<file path="config.mk">
export PLATFORM = sky130hd
export DESIGN_NAME = prio_rr_enc
export DESIGN_NICKNAME = d
export VERILOG_FILES = /design/src/rtl/prio_enc_pkg.sv /design/src/rtl/prio_find_first.sv /design/src/rtl/prio_rr_enc.sv
export SDC_FILE = /design/constraint.sdc
export NUM_CORES = 1
export LEC_CHECK = 0
export CAP_MARGIN = 10
export CORE_ASPECT_RATIO = 0.9
export CORE_MARGIN = 2
export CORE_UTILIZATION = 32
export CTS_BUF_LIST = sky130_fd_sc_hd__clkbuf_8
export DETAILED_ROUTE_END_ITERATION = 8
export GPL_TIMING_DRIVEN = 0
export PLACE_DENSITY = 0.6
export SLEW_MARGIN = 0
export SYNTH_ARGS = -nofsm -noshare
export SYNTH_HDL_FRONTEND = slang
export SYNTH_SLANG_ARGS = --single-unit
</file>
<file path="constraint.sdc">
create_clock -name clk -period 2.8 [get_ports clk]
set_clock_uncertainty 0.05 [all_clocks]
set_input_delay 0.56 -clock clk [delete_from_list [all_inputs] [get_ports clk]]
set_output_delay 0.56 -clock clk [all_outputs]
set_load 0.05 [all_outputs]
</file>
<file path="src/rtl/prio_enc_pkg.sv">
// Shared mode encodings and pointer arithmetic for the priority / round-robin encoder.
package prio_enc_pkg;

  localparam logic MODE_FIXED = 1'b0;
  localparam logic MODE_RR    = 1'b1;

  // Next round-robin start after granting index k; wraps at width, not at 2^IDX_W.
  function automatic int unsigned ptr_next(input int unsigned k, input int unsigned width);
    return (k == width - 1) ? 0 : k + 1;
  endfunction

endpackage

</file>
<file path="src/rtl/prio_find_first.sv">
// Combinational search: first set bit of req at or above start, wrapping to bit 0.
// Zero latency; no flow control.
module prio_find_first #(
  parameter int WIDTH = 8,
  parameter int IDX_W = $clog2(WIDTH)
) (
  input  logic [WIDTH-1:0] req,
  input  logic [IDX_W-1:0] start,
  output logic [IDX_W-1:0] idx,
  output logic             found
);

  logic [WIDTH-1:0] hi_mask;
  logic [WIDTH-1:0] hi_req;
  logic [IDX_W-1:0] hi_idx;
  logic [IDX_W-1:0] lo_idx;
  logic             hi_found;
  logic             lo_found;

  always_comb begin
    hi_mask = '0;
    for (int i = 0; i < WIDTH; i++) begin
      hi_mask[i] = (i >= int'(start));
    end
  end

  assign hi_req = req & hi_mask;

  // Lowest set bit among requests at or above start.
  always_comb begin
    hi_idx   = '0;
    hi_found = 1'b0;
    for (int i = 0; i < WIDTH; i++) begin
      if (!hi_found && hi_req[i]) begin
        hi_found = 1'b1;
        hi_idx   = IDX_W'(i);
      end
    end
  end

  // Wrapped case: nothing above start, so the lowest set bit overall wins.
  always_comb begin
    lo_idx   = '0;
    lo_found = 1'b0;
    for (int i = 0; i < WIDTH; i++) begin
      if (!lo_found && req[i]) begin
        lo_found = 1'b1;
        lo_idx   = IDX_W'(i);
      end
    end
  end

  assign found = lo_found;
  assign idx   = hi_found ? hi_idx : lo_idx;

endmodule

</file>
<file path="src/rtl/prio_rr_enc.sv">
// Registered priority encoder, fixed or round-robin; one-cycle latency.
// en=0 holds every register; no other backpressure.
module prio_rr_enc
  import prio_enc_pkg::*;
#(
  parameter int WIDTH = 8,
  parameter int IDX_W = $clog2(WIDTH)
) (
  input  logic             clk,
  input  logic             rst,
  input  logic             en,
  input  logic             mode,
  input  logic [WIDTH-1:0] d,
  output logic [IDX_W-1:0] y,
  output logic [WIDTH-1:0] gnt,
  output logic             valid
);

  logic [IDX_W-1:0] ptr;
  logic [IDX_W-1:0] start;
  logic [IDX_W-1:0] idx;
  logic             found;

  // Fixed priority is simply a round-robin search that always starts at bit 0.
  assign start = (mode == MODE_RR) ? ptr : '0;

  prio_find_first #(
    .WIDTH (WIDTH),
    .IDX_W (IDX_W)
  ) u_find (
    .req   (d),
    .start (start),
    .idx   (idx),
    .found (found)
  );

  always_ff @(posedge clk or negedge rst) begin
    if (!rst) begin
      y     <= '0;
      gnt   <= '0;
      valid <= 1'b0;
      ptr   <= '0;
    end else if (en) begin
      valid <= found;
      y     <= found ? idx : '0;
      gnt   <= found ? (WIDTH'(1) << idx) : '0;
      if (found && (mode == MODE_RR)) begin
        ptr <= IDX_W'(ptr_next(32'(idx), WIDTH));
      end
    end
  end

endmodule

</file>
### Word-level counts from Yosys, hierarchy flattened

Cells that the tools add are included.

| word-level totals | value |
|---|---|
| logic and storage cells | 80 |
| output and inout bits | 12 |
| bits in registers | 15 |
| input bits | 12 |

| operators by class | value |
|---|---|
| mux-type cells | 35 |
| equal/unequal tests | 1 |
| bitwise gates (word level) | 1 |
| add/subtract/negate cells | 1 |
| shifts and indexed selects | 1 |
| reduce and logical (&&, ||, !) cells | 30 |
| $lt $le $gt $ge | 7 |

Operators with widths:

| operator | number |
|---|---|
| $mux W3 | 14 |
| $mux W1 | 18 |
| $logic_and A1 B1 Y1 | 15 |
| $logic_not A1 Y1 | 14 |
| $ge A3 B3 Y1 const A | 3 |
| $and A8 B8 Y8 | 1 |
| $mux W8 | 1 |
| $shl A1 B3 Y8 const A | 1 |
| $ge A1 B3 Y1 const A | 2 |
| $ge A2 B3 Y1 const A | 2 |
| $mux W2 | 2 |
| $add A3 B1 Y3 const B | 1 |
| $eq A3 B3 Y1 const B | 1 |
| $reduce_and A2 Y1 | 1 |

### Logic depth before layout (Yosys ltp)

| depth | value |
|---|---|
| word-level depth | 28 |
| gate-level depth with buffers | 10 |
| gate-level depth less buffers | 9 |

### Hierarchy

Synthesis repeated with hierarchy kept, for this count alone.

| second synthesis, totals | value |
|---|---|
| cell total of the unflattened synthesis | 107 |
| area total of the unflattened synthesis | 972.2 um^2 |

By module, submodules not included:

| module | times used | sequential area each (um^2) | cells each | area an instance (um^2) |
|---|---|---|---|---|
| prio_rr_enc | 1 | 375.4 | 70 | 748.2 |
| prio_find_first | 1 | 0.0 | 37 | 224.0 |

### Least setup slack after synthesis

No wires, ideal clock.

| timing path | value |
|---|---|
| path type | input port to flip-flop |
| start | input mode |
| end | register ptr[2] |
| stages | 9 |
| arrival time | 2.223 ns |
| path slack | 0.402 ns |
| required time | 2.625 ns |
| path buffers | 1 |
| setup time | 0.125 ns |
| path through | buf_4 -> nand2_2 -> o221ai_4 -> inv_2 -> o311ai_4 -> inv_1 -> ha_1 -> ha_1 -> mux2_2 |

| between the ends | value |
|---|---|
| cells in the longest elaborated chain, start to end | 28 |
| elaborated cells between the ends (all ways) | 44 |
| those cells by class | add/sub: 1; order compare: 7; eq/ne: 1; mux: 18; bitwise: 1; reduce/logical: 16 |

Ends and longest elaborated chain:

| what | line | RTL |
|---|---|---|
| start, declared | prio_rr_enc.sv:12 | `input logic mode,` |
| $mux W3 | prio_rr_enc.sv:25 | `assign start = (mode == MODE_RR) ? ptr : '0;` |
| $ge A1 B3 Y1 | prio_find_first.sv:23 | `hi_mask[i] = (i >= int'(start));` |
| $and A8 B8 Y8 | prio_find_first.sv:27 | `assign hi_req = req & hi_mask;` |
| $mux W1 | prio_find_first.sv:34 | `if (!hi_found && hi_req[i]) begin` |
| $logic_not A1 Y1 | prio_find_first.sv:34 |  |
| $logic_and A1 B1 Y1 | prio_find_first.sv:34 |  |
| $mux W1 | prio_find_first.sv:34 |  |
| $logic_not A1 Y1 | prio_find_first.sv:34 |  |
| [... 12 more ...] | - |  |
| $logic_and A1 B1 Y1 | prio_find_first.sv:34 |  |
| $mux W1 | prio_find_first.sv:34 |  |
| $logic_not A1 Y1 | prio_find_first.sv:34 |  |
| $logic_and A1 B1 Y1 | prio_find_first.sv:34 |  |
| $mux W3 / $mux W1 (equally long branches) | prio_find_first.sv:34 |  |
| $mux W3 | prio_find_first.sv:54 | `assign idx = hi_found ? hi_idx : lo_idx;` |
| $add A3 B1 Y3 / $eq A3 B3 Y1 (equally long branches) | prio_enc_pkg.sv:9 | `return (k == width - 1) ? 0 : k + 1;` |
| $mux W3 | prio_enc_pkg.sv:9 |  |
| end signal, assigned | prio_rr_enc.sv:48 | `ptr <= IDX_W'(ptr_next(32'(idx), WIDTH));` |
| end, declared | prio_rr_enc.sv:19 | `logic [IDX_W-1:0] ptr;` |

Parallel ways exist; a longest one is shown, timed or not.
A chain may end at the register's enable or synchronous reset.

### Worst setup path after layout

| timing path | value |
|---|---|
| start | input d[3] |
| end | register ptr[2] |

| between the ends | value |
|---|---|
| cells in the longest elaborated chain, start to end | 18 |
| elaborated cells between the ends (all ways) | 45 |
| those cells by class | add/sub: 1; eq/ne: 1; mux: 22; bitwise: 1; reduce/logical: 20 |

Ends and longest elaborated chain:

| what | line | RTL |
|---|---|---|
| start, declared | prio_rr_enc.sv:13 | `input logic [WIDTH-1:0] d,` |
| $and A8 B8 Y8 | prio_find_first.sv:27 |  |
| $logic_and A1 B1 Y1 | prio_find_first.sv:34 |  |
| $mux W1 | prio_find_first.sv:34 |  |
| $logic_not A1 Y1 | prio_find_first.sv:34 |  |
| $logic_and A1 B1 Y1 | prio_find_first.sv:34 |  |
| $mux W1 | prio_find_first.sv:34 |  |
| $logic_not A1 Y1 | prio_find_first.sv:34 |  |
| $logic_and A1 B1 Y1 | prio_find_first.sv:34 |  |
| [... 2 more ...] | - |  |
| $logic_and A1 B1 Y1 | prio_find_first.sv:34 |  |
| $mux W1 | prio_find_first.sv:34 |  |
| $logic_not A1 Y1 | prio_find_first.sv:34 |  |
| $logic_and A1 B1 Y1 | prio_find_first.sv:34 |  |
| $mux W3 / $mux W1 (equally long branches) | prio_find_first.sv:34 |  |
| $mux W3 | prio_find_first.sv:54 |  |
| $add A3 B1 Y3 / $eq A3 B3 Y1 (equally long branches) | prio_enc_pkg.sv:9 |  |
| $mux W3 | prio_enc_pkg.sv:9 |  |

Parallel ways exist; a longest one is shown, timed or not.

==> flow_summary_export.csv <==
group,metric,value,unit
die,boundaryPins,24,
die,die_h,56.63,um
sta,setup_viol,0,
setup_path,critPathMaxFanout,6,
global_routing,grt_overflow,0,
flow_run,maxCapViolations,0,
sta,timing.fmax,368.8,MHz
sta,rsz0062_at_grt,"false",
final_layout,final_cell_mix,"clkdlybuf4s50_1 (19), inv_1 (16), dfrtp_1 (15)",
synthesis,synthCells,101,
die,rows,19,
routing,dr.pass1.iters,4,
global_routing,track_usage,0.1284,
synthesis,synthTopCellsByArea,"dfrtp_1 (38%), ha_1 (7.6%), inv_1 (6.1%), o22ai_1 (5.7%), o221ai_4 (5.3%)",
hold_path,min_to,"gnt[3]",
setup_path,end_kind,"register",
synthesis,synth_cell_types,36,
clocking,path_clk_slew,0.06,ns
clocking,cts_tree,"built",
power,comb_power_share,0.508,
global_routing,grt_pass1_vias,780,
clocking,cts_buffers,3,
die,core,2995,um^2
final_layout,diodes,0,
place,port_buffers,22,
setup_path,arrival,2.79,ns
power,power,1036,uW
die,dieArea,3537,um^2
clocking,cts.sinks,15,
routing,wl_per_cell,11.66,um
final_layout,drive_above_1_share,0.1719,
routing,routed_wl,1.983,mm
clocking,clockBufferDepth,2,
power,p_leak,0.0005667,uW
die,start_util,0.3287,
power,internal_power,576.9,uW
global_routing,antenna_found_initial,0,
synthesis,synth_area,984.7,um^2
die,die_w,62.47,um
power,seqPwrFrac,0.326,
final_layout,final_net_count,147,
place,dpl.hpwl,1.618,mm
place,place_congestion,0.8112,
synthesis,synth-seq-area-share,0.3812,
final_layout,nFillCells,312,
synthesis,synth-seq-cells,15,
setup_path,path_class,"in2reg",
final_layout,finish.utilization,0.4411,
power,clkPwrFrac,0.166,
synthesis,avgSynthCellArea,9.749,um^2
setup_path,r2r-start,"ptr[0]",
sta,tightest_slew,0.6681,ns
synthesis,synth_top_cell_by_area,"dfrtp_1",
routing,num_vias,809,
power,p_per_area,784.0,nW/um^2
hold_path,whs_path_depth,2,
power,ir_drop,0.0002088,V
sta,setup_tns,0,ns
sta,finalCritPeriodShare,0.9684,
synthesis,yosysWarnings,0,
setup_path,start_kind,"input port",
power,p_sw_frac,0.4431,
hold_path,hold_class,"reg2reg",
setup_path,crit_required,2.88,ns
hold_path,min-delay-start,"gnt[3]",
routing,ant_nets,0,
final_layout,final_common_cell,"clkdlybuf4s50_1",
clocking,h-tree-depth,1,
final_layout,syn_to_final_growth,34.18,%
synthesis,synth_nets,119,
global_routing,grt_max_degree,16,
routing,vias_per_cell,4.759,
synthesis,synth_top_area_share,0.3812,
setup_path,reg2reg_slack,0.40,ns
sta,relSlewSlack,0.5532,
clocking,worstSkewPairLatency,0.24,ns
sta,drv_slew,0,
sta,whs,0.4701,ns
setup_path,reg2reg_to,"ptr[2]",
routing,drc,0,
power,netSwitchingPower,459.0,uW
sta,fin_crit,2.711,ns
routing,drt_iter0_markers,31,
run_status,status,"finished clean",
setup_path,r2r_cells,8,
global_routing,grt_pass1_wl,3.567,mm
sta,hold_viol_final,0,
clocking,cts_root_buffer,"clkbuf_8",
per-stage QoR:
stage | area (um^2) | setup slack (ns) | cells
after detailed placement | 1257 | -0.3081 | 165
after global placement | 1257 | -0.2681 | 165
after floorplan | 984.7 | 0.4024 | 101
after global routing | 1321 | 0.007140 | 170
after CTS | 1303 | 0.03396 | 169
final | 1321 | 0.08852 | 170
synthesized netlist by cell type:
cell,count
inv_2,2
nand2_2,1
a21oi_2,1
inv_1,16
o22ai_1,9
and2_1,1
a22oi_1,1
nand2_4,1
nor4_1,2
dfrtp_1,15
nand2_1,10
ha_1,6
o31ai_1,3
nor2b_1,1
o21ai_2,1
nor2_1,3
o311ai_4,1
nor3b_1,1
buf_6,1
nand3_1,1
mux2_2,3
a31oi_4,1
o211ai_1,1
clkbuf_1,1
o21ai_1,2
nand4_1,1
o21ai_0,4
a21boi_0,2
o2bb2ai_1,1
o21a_1,1
nand2b_1,1
a21oi_1,1
a31oi_1,1
o221ai_4,2
and4b_1,1
buf_4,1
worst max-delay path by stage:
stage | to | slack [ns] | from | cells after the start
5_1_grt | ptr[2] | 0.007 | d[3] | 8
6_report | ptr[2] | 0.09 | d[3] | 8
3_5_place_dp | ptr[2] | -0.31 | d[5] | 9
2_1_floorplan | ptr[2] | 0.40 | mode | 9
3_3_place_gp | ptr[2] | -0.27 | d[5] | 9
4_1_cts | ptr[2] | 0.03 | d[0] | 9
power groups by stage:
| stage | clock network, uW | registers [uW] | logic (uW) |
|---|---|---|---|
| 2_1_floorplan | 0 | 476 | 220 |
| 3_3_place_gp | 0 | 342 | 514 |
| 3_5_place_dp | 0 | 343 | 522 |
| 4_1_cts | 177 | 340 | 522 |
| 5_1_grt | 188 | 355 | 572 |
| 6_report | 172 | 337 | 526 |
routing by layer:
layer / up-vias / track usage / routed length, um
met1: 379 / 0.1795 / 952
met3: 2 / 0.03407 / 106
met4: 0 / 0.03810 / 10
met2: 21 / 0.1951 / 913
met5: - / 0 / 0
li1: 407 / - / -
worst max-delay path, cell delays in order:
cell and delay [ns]:
clkdlybuf4s50_1 0.52, and4b_1 0.35, o21ai_2 0.11, o311ai_4 0.36, inv_1 0.11, ha_1 0.23, ha_1 0.28, mux2_2 0.26
registers in the layout (all words and copies together) (netlist names):
| register | flops |
|---|---|
| valid | 1 |
| ptr | 3 |
| y | 3 |
| gnt | 8 |
what timing repair did:
item,CTS,global route
setup endpoints to repair,1,1
pin swaps,0,2
hold buffers,0,0
setup buffers,0,1
resized for setup,1,4
cells by family (layout without fill, tap and decap cells):
family,count (synthesis),count (layout),synth area share
buffers and inverters,21,48,0.09149
AOI/OAI and AO/OA,32,32,0.2884
and+or+nand+nor,24,24,0.1284
adders and majority gates,6,6,0.07624
DFF,15,15,0.3812
muxes,3,3,0.03431
layout make-up:
type / count / area [um^2] / share of cell area
buffer: 3 / 22.52 / 0.01705
clock buffer: 3 / 41.29 / 0.03125
clock inverter: 1 / 5.005 / 0.003788
inverter: 18 / 67.56 / 0.05114
multi-input combinational: 65 / 525.5 / 0.3977
sequential: 15 / 375.4 / 0.2841
tap: 42 / 52.55 / 0.03977
timing repair buffer: 23 / 231.5 / 0.1752
Note: power is estimated with default switching activity, not from simulation.
